===== config.mk =====
export PLATFORM = sky130hd
export DESIGN_NAME = ex_mem_register_flat
export DESIGN_NICKNAME = d
export VERILOG_FILES = /design/src/rtl/ex_mem_if.sv /design/src/rtl/ex_mem_register.sv /design/src/flat_wrapper.sv
export SDC_FILE = /design/constraint.sdc
export NUM_CORES = 1
export LEC_CHECK = 0
export CORE_AREA = 2 2 189 191
export CTS_BUF_LIST = sky130_fd_sc_hd__clkbuf_8
export CTS_CLUSTER_SIZE = 12
export DETAILED_ROUTE_END_ITERATION = 10
export DIE_AREA = 0 0 191 193
export GPL_ROUTABILITY_DRIVEN = 0
export PLACE_DENSITY_LB_ADDON = 0.08
export SYNTH_ARGS = -nofsm -noshare
export SYNTH_HDL_FRONTEND = slang
export SYNTH_SLANG_ARGS = --single-unit

===== constraint.sdc =====
create_clock -name clk -period 8.5 [get_ports clk]
set_input_delay 2.125 -clock clk [delete_from_list [all_inputs] [get_ports clk]]
set_output_delay 2.125 -clock clk [all_outputs]
set_load 0.01 [all_outputs]

===== src/rtl/ex_mem_if.sv =====
// EX/MEM pipeline-register bus: EX-stage inputs, WB forwarding inputs, and
// memory-facing / MEM-WB-facing outputs.
interface ex_mem_if #(parameter int CNT_W = 32);
  logic             stall;
  logic             flush;
  logic             idex_valid;
  logic [63:0]      idex_alu_result;
  logic [63:0]      idex_rs2_data;
  logic [4:0]       idex_rs2;
  logic [4:0]       idex_rd;
  logic             idex_regwrite;
  logic             idex_memtoreg;
  logic             idex_memread;
  logic             idex_memwrite;
  logic             wb_regwrite;
  logic [4:0]       wb_rd;
  logic [63:0]      wb_data;
  logic [63:0]      address;
  logic [63:0]      write_data;
  logic             exmem_read;
  logic             exmem_write;
  logic             exmem_valid;
  logic [63:0]      exmem_alu_result;
  logic [4:0]       exmem_rd;
  logic             exmem_regwrite;
  logic             exmem_memtoreg;
  logic             exmem_fault;
  logic [CNT_W-1:0] load_count;
  logic [CNT_W-1:0] store_count;

  modport master (
    output stall, flush, idex_valid, idex_alu_result, idex_rs2_data, idex_rs2,
           idex_rd, idex_regwrite, idex_memtoreg, idex_memread, idex_memwrite,
           wb_regwrite, wb_rd, wb_data,
    input  address, write_data, exmem_read, exmem_write, exmem_valid,
           exmem_alu_result, exmem_rd, exmem_regwrite, exmem_memtoreg,
           exmem_fault, load_count, store_count
  );

  modport slave (
    input  stall, flush, idex_valid, idex_alu_result, idex_rs2_data, idex_rs2,
           idex_rd, idex_regwrite, idex_memtoreg, idex_memread, idex_memwrite,
           wb_regwrite, wb_rd, wb_data,
    output address, write_data, exmem_read, exmem_write, exmem_valid,
           exmem_alu_result, exmem_rd, exmem_regwrite, exmem_memtoreg,
           exmem_fault, load_count, store_count
  );
endinterface


===== src/rtl/ex_mem_register.sv =====
// EX/MEM pipeline register: stall/flush control, WB store-data forwarding,
// out-of-range fault detection and load/store event counters.
module ex_mem_register #(
  parameter int ADDR_LIMIT = 256,
  parameter int CNT_W      = 32
) (
  input  logic      clk,
  input  logic      rst,
  ex_mem_if.slave   bus
);
  localparam logic [63:0] LIMIT = 64'(ADDR_LIMIT);

  typedef struct packed {
    logic        valid;
    logic        regwrite;
    logic        memtoreg;
    logic        memread;
    logic        memwrite;
  } ctrl_t;

  typedef struct packed {
    logic [63:0] alu_result;
    logic [63:0] wdata;
    logic [4:0]  rd;
  } data_t;

  ctrl_t            ctrl_q, ctrl_d;
  data_t            data_q, data_d;
  logic             fault_q;
  logic [CNT_W-1:0] load_cnt_q, store_cnt_q;
  logic             fwd_hit, access, fault_now, capture;

  assign capture   = !bus.flush && !bus.stall;
  assign fwd_hit   = bus.wb_regwrite && (bus.wb_rd != 5'd0) && (bus.wb_rd == bus.idex_rs2);
  assign access    = bus.idex_valid && (bus.idex_memread || bus.idex_memwrite);
  assign fault_now = access && (bus.idex_alu_result >= LIMIT);

  // An out-of-range access keeps its writeback controls but never reaches memory.
  always_comb begin
    ctrl_d          = '0;
    ctrl_d.valid    = bus.idex_valid;
    ctrl_d.regwrite = bus.idex_valid && bus.idex_regwrite;
    ctrl_d.memtoreg = bus.idex_valid && bus.idex_memtoreg;
    ctrl_d.memread  = bus.idex_valid && bus.idex_memread  && !fault_now;
    ctrl_d.memwrite = bus.idex_valid && bus.idex_memwrite && !fault_now;
    data_d.alu_result = bus.idex_alu_result;
    data_d.wdata      = fwd_hit ? bus.wb_data : bus.idex_rs2_data;
    data_d.rd         = bus.idex_rd;
  end

  always_ff @(posedge clk or posedge rst) begin
    if (rst) begin
      ctrl_q      <= '0;
      data_q      <= '0;
      fault_q     <= 1'b0;
      load_cnt_q  <= '0;
      store_cnt_q <= '0;
    end else if (bus.flush) begin
      ctrl_q <= '0;
    end else if (capture) begin
      ctrl_q <= ctrl_d;
      data_q <= data_d;
      if (fault_now)       fault_q     <= 1'b1;
      if (ctrl_d.memread)  load_cnt_q  <= load_cnt_q + CNT_W'(1);
      if (ctrl_d.memwrite) store_cnt_q <= store_cnt_q + CNT_W'(1);
    end
  end

  assign bus.address          = data_q.alu_result;
  assign bus.write_data       = data_q.wdata;
  assign bus.exmem_read       = ctrl_q.memread;
  assign bus.exmem_write      = ctrl_q.memwrite;
  assign bus.exmem_valid      = ctrl_q.valid;
  assign bus.exmem_alu_result = data_q.alu_result;
  assign bus.exmem_rd         = data_q.rd;
  assign bus.exmem_regwrite   = ctrl_q.regwrite;
  assign bus.exmem_memtoreg   = ctrl_q.memtoreg;
  assign bus.exmem_fault      = fault_q;
  assign bus.load_count       = load_cnt_q;
  assign bus.store_count      = store_cnt_q;
endmodule

===== src/flat_wrapper.sv =====
// flat-port wrapper written by rule: the top's interface ports become plain ports
module ex_mem_register_flat 
#(
  parameter int ADDR_LIMIT = 256,
  parameter int CNT_W      = 32
)
  (clk, rst, bus_stall, bus_flush, bus_idex_valid, bus_idex_alu_result, bus_idex_rs2_data, bus_idex_rs2, bus_idex_rd, bus_idex_regwrite, bus_idex_memtoreg, bus_idex_memread, bus_idex_memwrite, bus_wb_regwrite, bus_wb_rd, bus_wb_data, bus_address, bus_write_data, bus_exmem_read, bus_exmem_write, bus_exmem_valid, bus_exmem_alu_result, bus_exmem_rd, bus_exmem_regwrite, bus_exmem_memtoreg, bus_exmem_fault, bus_load_count, bus_store_count);
  ex_mem_if #(.CNT_W(CNT_W)) bus_i ();
  input  logic clk;
  input  logic rst;
  input wire logic [$bits(bus_i.stall)-1:0] bus_stall;
  input wire logic [$bits(bus_i.flush)-1:0] bus_flush;
  input wire logic [$bits(bus_i.idex_valid)-1:0] bus_idex_valid;
  input wire logic [$bits(bus_i.idex_alu_result)-1:0] bus_idex_alu_result;
  input wire logic [$bits(bus_i.idex_rs2_data)-1:0] bus_idex_rs2_data;
  input wire logic [$bits(bus_i.idex_rs2)-1:0] bus_idex_rs2;
  input wire logic [$bits(bus_i.idex_rd)-1:0] bus_idex_rd;
  input wire logic [$bits(bus_i.idex_regwrite)-1:0] bus_idex_regwrite;
  input wire logic [$bits(bus_i.idex_memtoreg)-1:0] bus_idex_memtoreg;
  input wire logic [$bits(bus_i.idex_memread)-1:0] bus_idex_memread;
  input wire logic [$bits(bus_i.idex_memwrite)-1:0] bus_idex_memwrite;
  input wire logic [$bits(bus_i.wb_regwrite)-1:0] bus_wb_regwrite;
  input wire logic [$bits(bus_i.wb_rd)-1:0] bus_wb_rd;
  input wire logic [$bits(bus_i.wb_data)-1:0] bus_wb_data;
  output wire logic [$bits(bus_i.address)-1:0] bus_address;
  output wire logic [$bits(bus_i.write_data)-1:0] bus_write_data;
  output wire logic [$bits(bus_i.exmem_read)-1:0] bus_exmem_read;
  output wire logic [$bits(bus_i.exmem_write)-1:0] bus_exmem_write;
  output wire logic [$bits(bus_i.exmem_valid)-1:0] bus_exmem_valid;
  output wire logic [$bits(bus_i.exmem_alu_result)-1:0] bus_exmem_alu_result;
  output wire logic [$bits(bus_i.exmem_rd)-1:0] bus_exmem_rd;
  output wire logic [$bits(bus_i.exmem_regwrite)-1:0] bus_exmem_regwrite;
  output wire logic [$bits(bus_i.exmem_memtoreg)-1:0] bus_exmem_memtoreg;
  output wire logic [$bits(bus_i.exmem_fault)-1:0] bus_exmem_fault;
  output wire logic [$bits(bus_i.load_count)-1:0] bus_load_count;
  output wire logic [$bits(bus_i.store_count)-1:0] bus_store_count;
  assign bus_i.stall = bus_stall;
  assign bus_i.flush = bus_flush;
  assign bus_i.idex_valid = bus_idex_valid;
  assign bus_i.idex_alu_result = bus_idex_alu_result;
  assign bus_i.idex_rs2_data = bus_idex_rs2_data;
  assign bus_i.idex_rs2 = bus_idex_rs2;
  assign bus_i.idex_rd = bus_idex_rd;
  assign bus_i.idex_regwrite = bus_idex_regwrite;
  assign bus_i.idex_memtoreg = bus_idex_memtoreg;
  assign bus_i.idex_memread = bus_idex_memread;
  assign bus_i.idex_memwrite = bus_idex_memwrite;
  assign bus_i.wb_regwrite = bus_wb_regwrite;
  assign bus_i.wb_rd = bus_wb_rd;
  assign bus_i.wb_data = bus_wb_data;
  assign bus_address = bus_i.address;
  assign bus_write_data = bus_i.write_data;
  assign bus_exmem_read = bus_i.exmem_read;
  assign bus_exmem_write = bus_i.exmem_write;
  assign bus_exmem_valid = bus_i.exmem_valid;
  assign bus_exmem_alu_result = bus_i.exmem_alu_result;
  assign bus_exmem_rd = bus_i.exmem_rd;
  assign bus_exmem_regwrite = bus_i.exmem_regwrite;
  assign bus_exmem_memtoreg = bus_i.exmem_memtoreg;
  assign bus_exmem_fault = bus_i.exmem_fault;
  assign bus_load_count = bus_i.load_count;
  assign bus_store_count = bus_i.store_count;
  ex_mem_register #(.ADDR_LIMIT(ADDR_LIMIT), .CNT_W(CNT_W)) u_core (.clk(clk), .rst(rst), .bus(bus_i));
endmodule

==> impl_metrics.json <==
{
  "fin_crit_ns": 4.77,
  "finalSetupViolCount": 0,
  "cts_tree": "done",
  "synth_flop_cell": "dfrtp_1",
  "arrival_ns": 5.22,
  "drive_gt1_frac": 0.110,
  "hp-class": "reg -> reg",
  "crit_chain": "clkdlybuf4s50_1, nor4_1, nand4_1, or3_1, nor2_1, and4_1, xor2_1",
  "wirelength_um": 34600,
  "ys_top_cells_by_count": "dfrtp_1 (203), nor2_1 (80), mux2_2 (71)",
  "maxCapViolCount": 0,
  "firstDrtPassIters": 5,
  "grt_max_degree": 199,
  "wl_per_cell_um": 20.1,
  "finalClockSkew_ns": 0.0100,
  "grtUsageTotal": 0.182,
  "p_leak_nw": 5.97,
  "cp_slowest_cell": "nor2_1",
  "hpwl_um": 25900,
  "synth_xor_area_frac": 0.0622,
  "postRouteAntennaNets": 0,
  "ctsHoldBuffers": 0,
  "finalSetupTns_ns": 0,
  "hold_viol": 0,
  "drc": 0,
  "vias": 7753,
  "worstMarginPinSlew_ns": 1.15,
  "fmax_mhz": 210,
  "syn_nets": 1023,
  "r2r-start": "u_core.bus.store_count[0]",
  "hold_start": "u_core.bus.exmem_read",
  "cts_sinks": 203,
  "grt-ovfl-total": 0,
  "cpLargestDelayFamily": "simple AND/OR/NAND/NOR gates",
  "synthesis.area_um2": 9300,
  "clock_latency_ns": 0.53,
  "final_max_slew_viol_count": 0,
  "status": "completed",
  "synth.ff_latch_count": 203,
  "min_period_over_period": 0.561,
  "whs_path_depth": 2,
  "ir_drop_uv": 91.6,
  "path_max_fanout": 15,
  "post-route-util": 0.427,
  "stdcell_area_um2": 14900,
  "cts_max_path_buffers": 3,
  "vias_per_cell": 4.50,
  "globalRouteMet1Util": 0.208,
  "clk_pin_slew_ns": 0.06,
  "drt_iter0_drc": 265,
  "power.density_nw_per_um2": 182,
  "die_y_um": 193,
  "dp_slack_ns": 3.08,
  "synth_top_family_by_area": "multiplexers",
  "yosys.area_share.simple": 0.124,
  "area_delta_synth_final_pct": 60.6,
  "cp-end-kind": "flop",
  "portBuffers": 483,
  "yosysSeqAreaShare": 0.546,
  "required_ns": 8.96,
  "synth-compound-area-share": 0.0397,
  "start_kind": "input port",
  "syn_inst": 804,
  "cts_resized": 0,
  "ys_types": 32,
  "die_width_um": 191,
  "post_cts_buffers": 0,
  "dieArea_um2": 36900,
  "use_met2": 0.323,
  "max-slew-margin-rel": 0.235,
  "yosysMostFrequentCell": "dfrtp_1",
  "synthAdderAreaFrac": 0.00269,
  "crit_type": "in -> reg",
  "synth.area.top_cells": "dfrtp_1 (55%), mux2_2 (8.6%), mux2i_1 (7.0%)",
  "antenna_found_initial": 1,
  "rows": 69,
  "yosysTopAreaCell": "dfrtp_1",
  "synth.mux.area_fraction": 0.156,
  "grt_pass1_wl_um": 50500,
  "nets": 1453,
  "place_area_um2": 14100,
  "layout_setup_ws_ns": 3.73,
  "max_stage_delay_ns": 0.86,
  "grt_pass1_vias": 8070,
  "yosys.area.top_type_share": 0.546,
  "crit_buf_inv": 1,
  "top_usage_layer": "met2",
  "placed_cells": 1653,
  "ys.warnings.count": 0,
  "synthArstFlopShare": 1.00,
  "layoutNonFillerInstCount": 1724,
  "core_um2": 35000,
  "start_util": 0.266,
  "grt_util_met3": 0.0601,
  "synth-edff-count": 0,
  "r2r_end": "u_core.bus.store_count[28]",
  "cts-root-buf": "clkbuf_8",
  "reg2reg_slack_ns": 5.88,
  "h-tree-depth": 2,
  "rsz0062_at_grt": "false",
  "cts-buffers-inserted": 40,
  "pin_count": 484,
  "avgSynthCellArea_um2": 11.6,
  "min_to": "u_core.bus.exmem_read",
  "r2r_cells": 6
}
==> report_power, final <==
group	total [mW]	switching [mW]	internal, mW
combinational	0.619	0.238	0.381
clock	0.971	0.436	0.536
sequential	1.13	0.0688	1.06
==> layout by cell type, fill, tap and decap left out, types with 3 or more instances in the layout <==
cell             count
a21oi_1             67
and3_1              24
and4_1               8
clkbuf_8            51
clkdlybuf4s50_1    483
dfrtp_1            203
inv_1               16
mux2_2              71
mux2i_1             65
nand2_1             25
nand3_1             33
nand4_1             21
nor2_1              79
nor3_1               8
nor3_2               3
nor4_1              16
xnor2_1             51
xor2_1              15
==> final cells by class <==
type                            instances  area, µm²
Inverter                                2       15.0
Sequential cell                       203       5080
Multi-Input combinational cell        500       3590
Clock buffer                           51        702
Clock inverter                         19       81.3
Fill cell                            3392      20000
Antenna cell                            1       2.50
Tap cell                              461        577
Timing Repair Buffer                  487       4890
==> worst max path at each step <==
stage,from,to,slack [ns],depth (start not counted)
2_1_floorplan,rst,u_core.bus.address[0],0.84,1
3_3_place_gp,bus_idex_alu_result[54],u_core.bus.store_count[30],3.02,7
3_5_place_dp,bus_idex_alu_result[54],u_core.bus.store_count[30],3.08,7
4_1_cts,bus_idex_alu_result[54],u_core.bus.store_count[30],3.67,7
5_1_grt,bus_idex_alu_result[54],u_core.bus.store_count[9],3.51,7
6_report,bus_idex_alu_result[54],u_core.bus.store_count[30],3.73,7
==> kinds of logic after synthesis <==
group                      after synthesis
muxes                                  136
AOI/OAI and AO/OA                       71
buffers and inverters                  101
xor gates and xnor gates                66
adders and majority gates                2
and+or+nand+nor                        225
DFF                                    203
==> worst reg2reg max path, delay by kind of cell, from the launching register on <==
family,cells,cell delay [ns]
adders and majority gates,1,0.41
xor gates and xnor gates,1,0.16
DFF,1,0.50
and+or+nand+nor,4,1.46
==> sequential cells by signal, indices dropped and copies added (netlist names) <==
signal / cells
u_core.bus.address: 64
u_core.bus.exmem_fault: 1
u_core.bus.exmem_memtoreg: 1
u_core.bus.exmem_rd: 5
u_core.bus.exmem_read: 1
u_core.bus.exmem_regwrite: 1
u_core.bus.exmem_valid: 1
u_core.bus.exmem_write: 1
u_core.bus.load_count: 32
u_core.bus.store_count: 32
u_core.bus.write_data: 64
==> metal layers <==
| metal | routed length (µm) | vias up | part of all wire |
|---|---|---|---|
| met1 | 13400 | 3764 | 0.39 |
| met5 | 0 | - | 0 |
| met4 | 641 | 0 | 0.019 |
| li1 | - | 3618 | - |
| met3 | 3140 | 42 | 0.091 |
| met2 | 17400 | 329 | 0.50 |
==> per-stage QoR <==
step	hold slack (ns)	power [mW]
finish	0.469	2.72
global placement	0.462	1.77
floorplan	0.504	1.38
global route	0.497	2.86
detailed placement	0.461	1.77
CTS	0.474	2.77
No activity file was read; power rests on OpenSTA's default activity.
